$ cat src/rtl/level_fifo_pkg.sv
// level_fifo_pkg
// Shared constants and elaboration helpers for level_fifo.
//   MODE_FWFT / MODE_REG : read-mode selectors (FWFT parameter values)
//   count_width()        : width of the occupancy counter (0 .. 2**ABITS)
//   ptr_width()          : width of the read/write pointers
//   thr_ok()             : legality check for the almost-full/empty thresholds
package level_fifo_pkg;

  localparam bit MODE_FWFT = 1'b1;
  localparam bit MODE_REG  = 1'b0;

  function automatic int count_width(input int abits);
    return abits + 1;
  endfunction

  function automatic int ptr_width(input int abits);
    return abits;
  endfunction

  function automatic bit thr_ok(input int abits, input int afull_thr, input int aempty_thr);
    return (abits >= 1) && (afull_thr > 0) && (afull_thr <= (2 ** abits)) &&
           (aempty_thr < (2 ** abits));
  endfunction

endpackage

$ cat src/rtl/level_fifo_if.sv
// level_fifo_if
// Bundles the FIFO data path, control strobes and status flags.
//   master : producer/consumer side (drives WE_I, W_DATA_I, RE_I, FLUSH_I, CLR_ERR_I)
//   slave  : FIFO side (drives read data, valid, and all status outputs)
interface level_fifo_if #(
  parameter int ABITS = 4,
  parameter int DBITS = 8
);

  logic             FLUSH_I;
  logic             WE_I;
  logic [DBITS-1:0] W_DATA_I;
  logic             RE_I;
  logic [DBITS-1:0] R_DATA_O;
  logic             R_VALID_O;
  logic             FULL_O;
  logic             EMPTY_O;
  logic             ALMOST_FULL_O;
  logic             ALMOST_EMPTY_O;
  logic [ABITS:0]   COUNT_O;
  logic             OVERFLOW_O;
  logic             UNDERFLOW_O;
  logic             CLR_ERR_I;

  modport master (
    output FLUSH_I, WE_I, W_DATA_I, RE_I, CLR_ERR_I,
    input  R_DATA_O, R_VALID_O, FULL_O, EMPTY_O, ALMOST_FULL_O, ALMOST_EMPTY_O,
           COUNT_O, OVERFLOW_O, UNDERFLOW_O
  );

  modport slave (
    input  FLUSH_I, WE_I, W_DATA_I, RE_I, CLR_ERR_I,
    output R_DATA_O, R_VALID_O, FULL_O, EMPTY_O, ALMOST_FULL_O, ALMOST_EMPTY_O,
           COUNT_O, OVERFLOW_O, UNDERFLOW_O
  );

endinterface

$ cat src/rtl/level_fifo_ram.sv
// fifo_ram
// 2**ABITS x DBITS storage: synchronous write, asynchronous read.
//   CLK_I   : clock
//   we      : write enable
//   w_addr  : write address
//   w_data  : write data
//   r_addr  : read address
//   r_data  : read data (combinational from r_addr)
module fifo_ram #(
  parameter int ABITS = 4,
  parameter int DBITS = 8
) (
  input  logic             CLK_I,
  input  logic             we,
  input  logic [ABITS-1:0] w_addr,
  input  logic [DBITS-1:0] w_data,
  input  logic [ABITS-1:0] r_addr,
  output logic [DBITS-1:0] r_data
);

  logic [DBITS-1:0] mem [2**ABITS];

  always_ff @(posedge CLK_I) begin
    if (we) begin
      mem[w_addr] <= w_data;
    end
  end

  assign r_data = mem[r_addr];

endmodule

$ cat src/rtl/level_fifo.sv
// level_fifo
// Parametrised synchronous FIFO with occupancy count, almost-full/empty
// thresholds, flush, sticky overflow/underflow flags and a selectable
// read mode (first-word-fall-through or registered read).
//   CLK_I : clock, rising edge
//   RST_I : synchronous reset, active-high (wins over flush)
//   fifo  : level_fifo_if.slave -- write/read strobes, data, flush,
//           error clear, and all status outputs
module level_fifo
  import level_fifo_pkg::*;
#(
  parameter int ABITS      = 4,
  parameter int DBITS      = 8,
  parameter int AFULL_THR  = 2 ** ABITS - 2,
  parameter int AEMPTY_THR = 1,
  parameter int FWFT       = 1
) (
  input logic        CLK_I,
  input logic        RST_I,
  level_fifo_if.slave fifo
);

  localparam int  CW        = count_width(ABITS);
  localparam int  PW        = ptr_width(ABITS);
  localparam int  DEPTH     = 2 ** ABITS;
  localparam bit  READ_MODE = (FWFT != 0) ? MODE_FWFT : MODE_REG;

  generate
    if (!thr_ok(ABITS, AFULL_THR, AEMPTY_THR)) begin : g_thr_fail
      $fatal(1, "level_fifo: AFULL_THR/AEMPTY_THR out of range for ABITS");
    end
  endgenerate

  logic [PW-1:0]    w_ptr;
  logic [PW-1:0]    r_ptr;
  logic [CW-1:0]    count;
  logic             full;
  logic             empty;
  logic             wr_ok;
  logic             rd_ok;
  logic             ram_we;
  logic [DBITS-1:0] ram_rdata;
  logic [DBITS-1:0] rdata_q;
  logic             rvalid_q;
  logic             overflow_q;
  logic             underflow_q;

  // Status comes from the registered count only, so nothing here depends
  // combinationally on WE_I/RE_I.
  assign full  = (count == CW'(DEPTH));
  assign empty = (count == '0);

  // A write into a full FIFO is allowed when a read frees a slot in the
  // same cycle; a read on empty is never accepted, even alongside a write.
  assign wr_ok = fifo.WE_I & (~full | fifo.RE_I);
  assign rd_ok = fifo.RE_I & ~empty;

  assign ram_we = wr_ok & ~fifo.FLUSH_I & ~RST_I;

  fifo_ram #(
    .ABITS (ABITS),
    .DBITS (DBITS)
  ) u_ram (
    .CLK_I  (CLK_I),
    .we     (ram_we),
    .w_addr (w_ptr),
    .w_data (fifo.W_DATA_I),
    .r_addr (r_ptr),
    .r_data (ram_rdata)
  );

  always_ff @(posedge CLK_I) begin
    if (RST_I) begin
      w_ptr    <= '0;
      r_ptr    <= '0;
      count    <= '0;
      rvalid_q <= 1'b0;
      rdata_q  <= '0;
    end else if (fifo.FLUSH_I) begin
      w_ptr    <= '0;
      r_ptr    <= '0;
      count    <= '0;
      rvalid_q <= 1'b0;
    end else begin
      if (wr_ok) begin
        w_ptr <= w_ptr + PW'(1);
      end
      if (rd_ok) begin
        r_ptr   <= r_ptr + PW'(1);
        rdata_q <= ram_rdata;
      end
      rvalid_q <= rd_ok;
      count    <= count + CW'(wr_ok) - CW'(rd_ok);
    end
  end

  // Sticky error flags: a set condition in the same cycle beats CLR_ERR_I;
  // flush leaves them alone.
  always_ff @(posedge CLK_I) begin
    if (RST_I) begin
      overflow_q  <= 1'b0;
      underflow_q <= 1'b0;
    end else if (!fifo.FLUSH_I) begin
      if (fifo.WE_I && !wr_ok) begin
        overflow_q <= 1'b1;
      end else if (fifo.CLR_ERR_I) begin
        overflow_q <= 1'b0;
      end
      if (fifo.RE_I && empty) begin
        underflow_q <= 1'b1;
      end else if (fifo.CLR_ERR_I) begin
        underflow_q <= 1'b0;
      end
    end
  end

  assign fifo.R_DATA_O       = (READ_MODE == MODE_FWFT) ? ram_rdata : rdata_q;
  assign fifo.R_VALID_O      = (READ_MODE == MODE_FWFT) ? ~empty : rvalid_q;
  assign fifo.FULL_O         = full;
  assign fifo.EMPTY_O        = empty;
  assign fifo.ALMOST_FULL_O  = (count >= CW'(AFULL_THR));
  assign fifo.ALMOST_EMPTY_O = (count <= CW'(AEMPTY_THR));
  assign fifo.COUNT_O        = count;
  assign fifo.OVERFLOW_O     = overflow_q;
  assign fifo.UNDERFLOW_O    = underflow_q;

endmodule

$ cat src/flat_wrapper.sv
// flat-port wrapper written by rule: the top's interface ports become plain ports
module level_fifo_flat import level_fifo_pkg::*;
#(
  parameter int ABITS      = 4,
  parameter int DBITS      = 8,
  parameter int AFULL_THR  = 2 ** ABITS - 2,
  parameter int AEMPTY_THR = 1,
  parameter int FWFT       = 1
)
  (CLK_I, RST_I, fifo_FLUSH_I, fifo_WE_I, fifo_W_DATA_I, fifo_RE_I, fifo_CLR_ERR_I, fifo_R_DATA_O, fifo_R_VALID_O, fifo_FULL_O, fifo_EMPTY_O, fifo_ALMOST_FULL_O, fifo_ALMOST_EMPTY_O, fifo_COUNT_O, fifo_OVERFLOW_O, fifo_UNDERFLOW_O);
  level_fifo_if #(.ABITS(ABITS), .DBITS(DBITS)) fifo_i ();
  input logic CLK_I;
  input logic RST_I;
  input wire logic [$bits(fifo_i.FLUSH_I)-1:0] fifo_FLUSH_I;
  input wire logic [$bits(fifo_i.WE_I)-1:0] fifo_WE_I;
  input wire logic [$bits(fifo_i.W_DATA_I)-1:0] fifo_W_DATA_I;
  input wire logic [$bits(fifo_i.RE_I)-1:0] fifo_RE_I;
  input wire logic [$bits(fifo_i.CLR_ERR_I)-1:0] fifo_CLR_ERR_I;
  output wire logic [$bits(fifo_i.R_DATA_O)-1:0] fifo_R_DATA_O;
  output wire logic [$bits(fifo_i.R_VALID_O)-1:0] fifo_R_VALID_O;
  output wire logic [$bits(fifo_i.FULL_O)-1:0] fifo_FULL_O;
  output wire logic [$bits(fifo_i.EMPTY_O)-1:0] fifo_EMPTY_O;
  output wire logic [$bits(fifo_i.ALMOST_FULL_O)-1:0] fifo_ALMOST_FULL_O;
  output wire logic [$bits(fifo_i.ALMOST_EMPTY_O)-1:0] fifo_ALMOST_EMPTY_O;
  output wire logic [$bits(fifo_i.COUNT_O)-1:0] fifo_COUNT_O;
  output wire logic [$bits(fifo_i.OVERFLOW_O)-1:0] fifo_OVERFLOW_O;
  output wire logic [$bits(fifo_i.UNDERFLOW_O)-1:0] fifo_UNDERFLOW_O;
  assign fifo_i.FLUSH_I = fifo_FLUSH_I;
  assign fifo_i.WE_I = fifo_WE_I;
  assign fifo_i.W_DATA_I = fifo_W_DATA_I;
  assign fifo_i.RE_I = fifo_RE_I;
  assign fifo_i.CLR_ERR_I = fifo_CLR_ERR_I;
  assign fifo_R_DATA_O = fifo_i.R_DATA_O;
  assign fifo_R_VALID_O = fifo_i.R_VALID_O;
  assign fifo_FULL_O = fifo_i.FULL_O;
  assign fifo_EMPTY_O = fifo_i.EMPTY_O;
  assign fifo_ALMOST_FULL_O = fifo_i.ALMOST_FULL_O;
  assign fifo_ALMOST_EMPTY_O = fifo_i.ALMOST_EMPTY_O;
  assign fifo_COUNT_O = fifo_i.COUNT_O;
  assign fifo_OVERFLOW_O = fifo_i.OVERFLOW_O;
  assign fifo_UNDERFLOW_O = fifo_i.UNDERFLOW_O;
  level_fifo #(.ABITS(ABITS), .DBITS(DBITS), .AFULL_THR(AFULL_THR), .AEMPTY_THR(AEMPTY_THR), .FWFT(FWFT)) u_core (.CLK_I(CLK_I), .RST_I(RST_I), .fifo(fifo_i));
endmodule
$ cat config.mk
export PLATFORM = sky130hd
export DESIGN_NAME = level_fifo_flat
export DESIGN_NICKNAME = d
export VERILOG_FILES = /design/src/rtl/level_fifo_pkg.sv /design/src/rtl/level_fifo_if.sv /design/src/rtl/level_fifo_ram.sv /design/src/rtl/level_fifo.sv /design/src/flat_wrapper.sv
export SDC_FILE = /design/constraint.sdc
export NUM_CORES = 1
export LEC_CHECK = 0
export ABC_AREA = 1
export CAP_MARGIN = 30
export CORE_ASPECT_RATIO = 0.5
export CORE_MARGIN = 2
export CORE_UTILIZATION = 35
export DETAILED_ROUTE_END_ITERATION = 7
export PLACE_DENSITY = 0.47
export SLEW_MARGIN = 20
export SYNTH_ARGS = -nofsm -noshare
export SYNTH_HDL_FRONTEND = slang
export SYNTH_SLANG_ARGS = --single-unit
$ cat constraint.sdc
create_clock -name CLK_I -period 6.9 [get_ports CLK_I]
set_input_delay 1.725 -clock CLK_I [delete_from_list [all_inputs] [get_ports CLK_I]]
set_output_delay 1.725 -clock CLK_I [all_outputs]
set_load 0.01 [all_outputs]
==> qor.txt <==
Worst-Margin Slew = 0.9449 ns
global-route wire length before repair = 25.54 mm
Die W = 200.2 um
CP max FO = 65
Die Ht = 102.1 um
share of cells above drive strength 1 = 0.08707
Logic pwr share = 0.219
CTS clk-pin slew, worst paths = 0.07 ns
final setup fails = 0
worst hold path depth = 2
Tcrit/Tclk final = 0.6860
Crit path arrival time = 3.01 ns
grt ovf = 0
crit-path leading delay family = buffers and inverters
WP data required = 5.18 ns
Switching Share = 0.2941
sequential share of power = 0.410
total wire length = 16.52 mm
CP dominant cell by count = nand3_1
register area share after synthesis = 0.6273
Yosys cell types = 28
minimum clock period = 4.733 ns
hold_buf cts = 0
filler cell count = 1808
# H-tree levels = 4
CP Capture Type = output pin
Routed met3 length = 738 um
endpoints failing hold = 0
Max Cap Viol = 0
crit path kind = reg -> out
CP peak stage delay = 0.58 ns
vias per cell = 4.601
Die ar. = 20430 um2
worst r2r src = u_core.fifo.COUNT_O[2]$_SDFF_PP0_
post-CTS sizing = 0
Net Sw Power = 0.0007233 W
Skew-Pair Late Insertion Delay = 0.42 ns
DR DRC count = 0
FF+latch count, synth = 147
clk buf depth = 2
row count = 35
DRT iter0 DRCs = 277
via count = 4573
clk sinks = 147
Final nets = 753
Pwr Total = 0.002460 W
Syn Nets = 715
synthesized area = 6734 um2
Hold Crit Start = u_core.fifo.UNDERFLOW_O$_SDFFE_PP0P_
antenna violations before repair = 0
vias in the first global route = 4428
Area growth syn-to-layout = 17.35%
wire per inst = 16.62 um
R2R Path End = u_core.u_ram.mem[10][2]$_DFFE_PP_
core region area = 18610 um2
clk_skew = 0.01149 ns
Port Buffers = 33
# IOs = 34
hold path endpoint = u_core.fifo.UNDERFLOW_O$_SDFFE_PP0P_
GRT Total Usage = 0.1691
Syn Area/Cell = 9.845 um2
slew margin rel. = 0.3677
leakage power = 3.297 nW
pwr dens = 311.3 nW/um2
post-CTS setup buffers = 0
unrepaired setup endpoints after global routing = no
Slew Viols, Final = 0
GPL Wtd Cong = 0.7415
top routing layer in use = met4
R2R cell count = 10
Yosys warning total = 0
Crit-path slowest cell = buf_4
antenna cells = 0
status = finished, final reports clean
worst hold-check path type = reg -> reg
clk root buf = clkbuf_16
Max VDD drop = 0.1877 mV
CTS tree = done
largest net degree at the start of global routing = 66
CP Cell Sequence = buf_4, inv_4, nand2_1, nand3_1, nand3_1, nand3_1, nand2_1, clkdlybuf4s50_1
Initial DRT Pass Iterations = 4
Clock power frac = 0.372
Initial Util = 0.3618
CP startpoint kind = flip-flop
met1 WL = 8.340 mm
met2 wire length = 7.233 mm
Detail Placement HPWL = 10.55 mm
fmax = 0.2113 GHz
CTS Buf Count = 17
Syn Inst Count = 684
setup TNS = 0 ns
Buf+Inv Stages, Crit Path = 3
Int Pwr = 0.001736 W
Antenna Violating Nets Remaining = 0
r2r setup slk = 4.36 ns
final cells by class:
class,instances,area (um2),share of cell area
Inverter,124,473.0,0.05985
Sequential cell,147,4225,0.5347
Multi-Input combinational cell,386,1864,0.2359
Timing Repair Buffer,46,431.7,0.05462
Clock inverter,14,155.1,0.01963
Tap cell,259,324.1,0.04101
Clock buffer,18,429.2,0.05431
cells in the mapped netlist (all sizes together):
library cell | number | area (um2)
o31ai | 1 | 7.510
nand3 | 111 | 560.5
ha | 16 | 200.2
buf | 24 | 171.4
fa | 1 | 20.02
dfxtp | 19 | 380.4
clkbuf | 3 | 11.26
o21ai | 5 | 25.02
xor2 | 2 | 17.52
nor2 | 36 | 152.6
o21bai | 1 | 7.510
nand4 | 1 | 6.260
nor4 | 1 | 6.260
edfxtp | 128 | 3844
a21oi | 12 | 63.81
inv | 124 | 470.5
nand2 | 199 | 789.5
through the flow:
| step | worst slack, ns | std cells | hold slack, ns | util | instance area (um2) |
|---|---|---|---|---|---|
| final | 2.167 | 994 | 0.4924 | 0.4246 | 7903 |
| after global routing | 1.924 | 994 | 0.5264 | 0.4246 | 7903 |
| after CTS | 2.154 | 992 | 0.4916 | 0.4238 | 7888 |
| after detailed placement | 2.568 | 960 | 0.4748 | 0.3924 | 7303 |
| after global placement | 2.349 | 951 | 0.4899 | 0.3880 | 7222 |
| after floorplan | 3.661 | 684 | 0.4781 | - | 6734 |
layout by cell type, fill, tap and decap left out, drive strengths merged, types with 2 or more instances in the layout:
cell,synthesis,final
clkdlybuf4s50,0,33
buf,24,13
a21oi,12,12
nand2,199,199
clkbuf,3,18
nor2,36,36
ha,16,16
dfxtp,19,19
o21ai,5,5
bufinv,0,2
xor2,2,2
edfxtp,128,128
nand3,111,111
inv,124,127
clkinvlp,0,4
clkinv,0,5
kinds of logic after synthesis:
group           Yosys count  share of synthesized area
compound gates           19                    0.01542
buf+inv                 151                    0.09699
flops                   147                     0.6273
fa+ha+maj                17                    0.03270
simple gates            348                     0.2250
xor+xnor                  2                   0.002602
power by group through the flow:
stage               Clock (W)  Sequential (W)  Combinational [W]
floorplan                   0         0.00103           0.000345
finish               0.000915         0.00101           0.000537
detailed placement          0         0.00103           0.000539
CTS                  0.000930         0.00101           0.000544
global placement            0         0.00103           0.000538
global route         0.000960         0.00101           0.000608
worst max path at each step:
| stage | from | to | cells after the start |
|---|---|---|---|
| after global routing | flip-flop | fifo_R_DATA_O[6] | 8 |
| after detailed placement | RST_I | u_core.u_ram.mem[10][4]$_DFFE_PP_ | 7 |
| after floorplan | fifo_RE_I | u_core.fifo.COUNT_O[4]$_SDFF_PP0_ | 12 |
| after global placement | flip-flop | fifo_R_DATA_O[3] | 8 |
| final | flip-flop | fifo_R_DATA_O[4] | 8 |
| after CTS | flip-flop | fifo_R_DATA_O[3] | 8 |
routing by layer:
metal  GRT usage  vias up
met4     0.04535        0
met1      0.2401     2200
met2      0.2663       89
met5           0        -
met3     0.03476       17
li1            -     2267
registers in the layout, indices dropped and copies added, names as in the netlist, named ones only:
register	count
u_core.u_ram.mem	128
u_core.fifo.OVERFLOW_O	1
u_core.w_ptr	4
u_core.fifo.UNDERFLOW_O	1
u_core.fifo.COUNT_O	5
u_core.r_ptr	4
tightest hold or removal path, cell delays in order (launching register included):
cell and delay (ns):
dfxtp_1 0.31, nand3_1 0.08, o31ai_1 0.06
(Power assumes the default switching activity.)
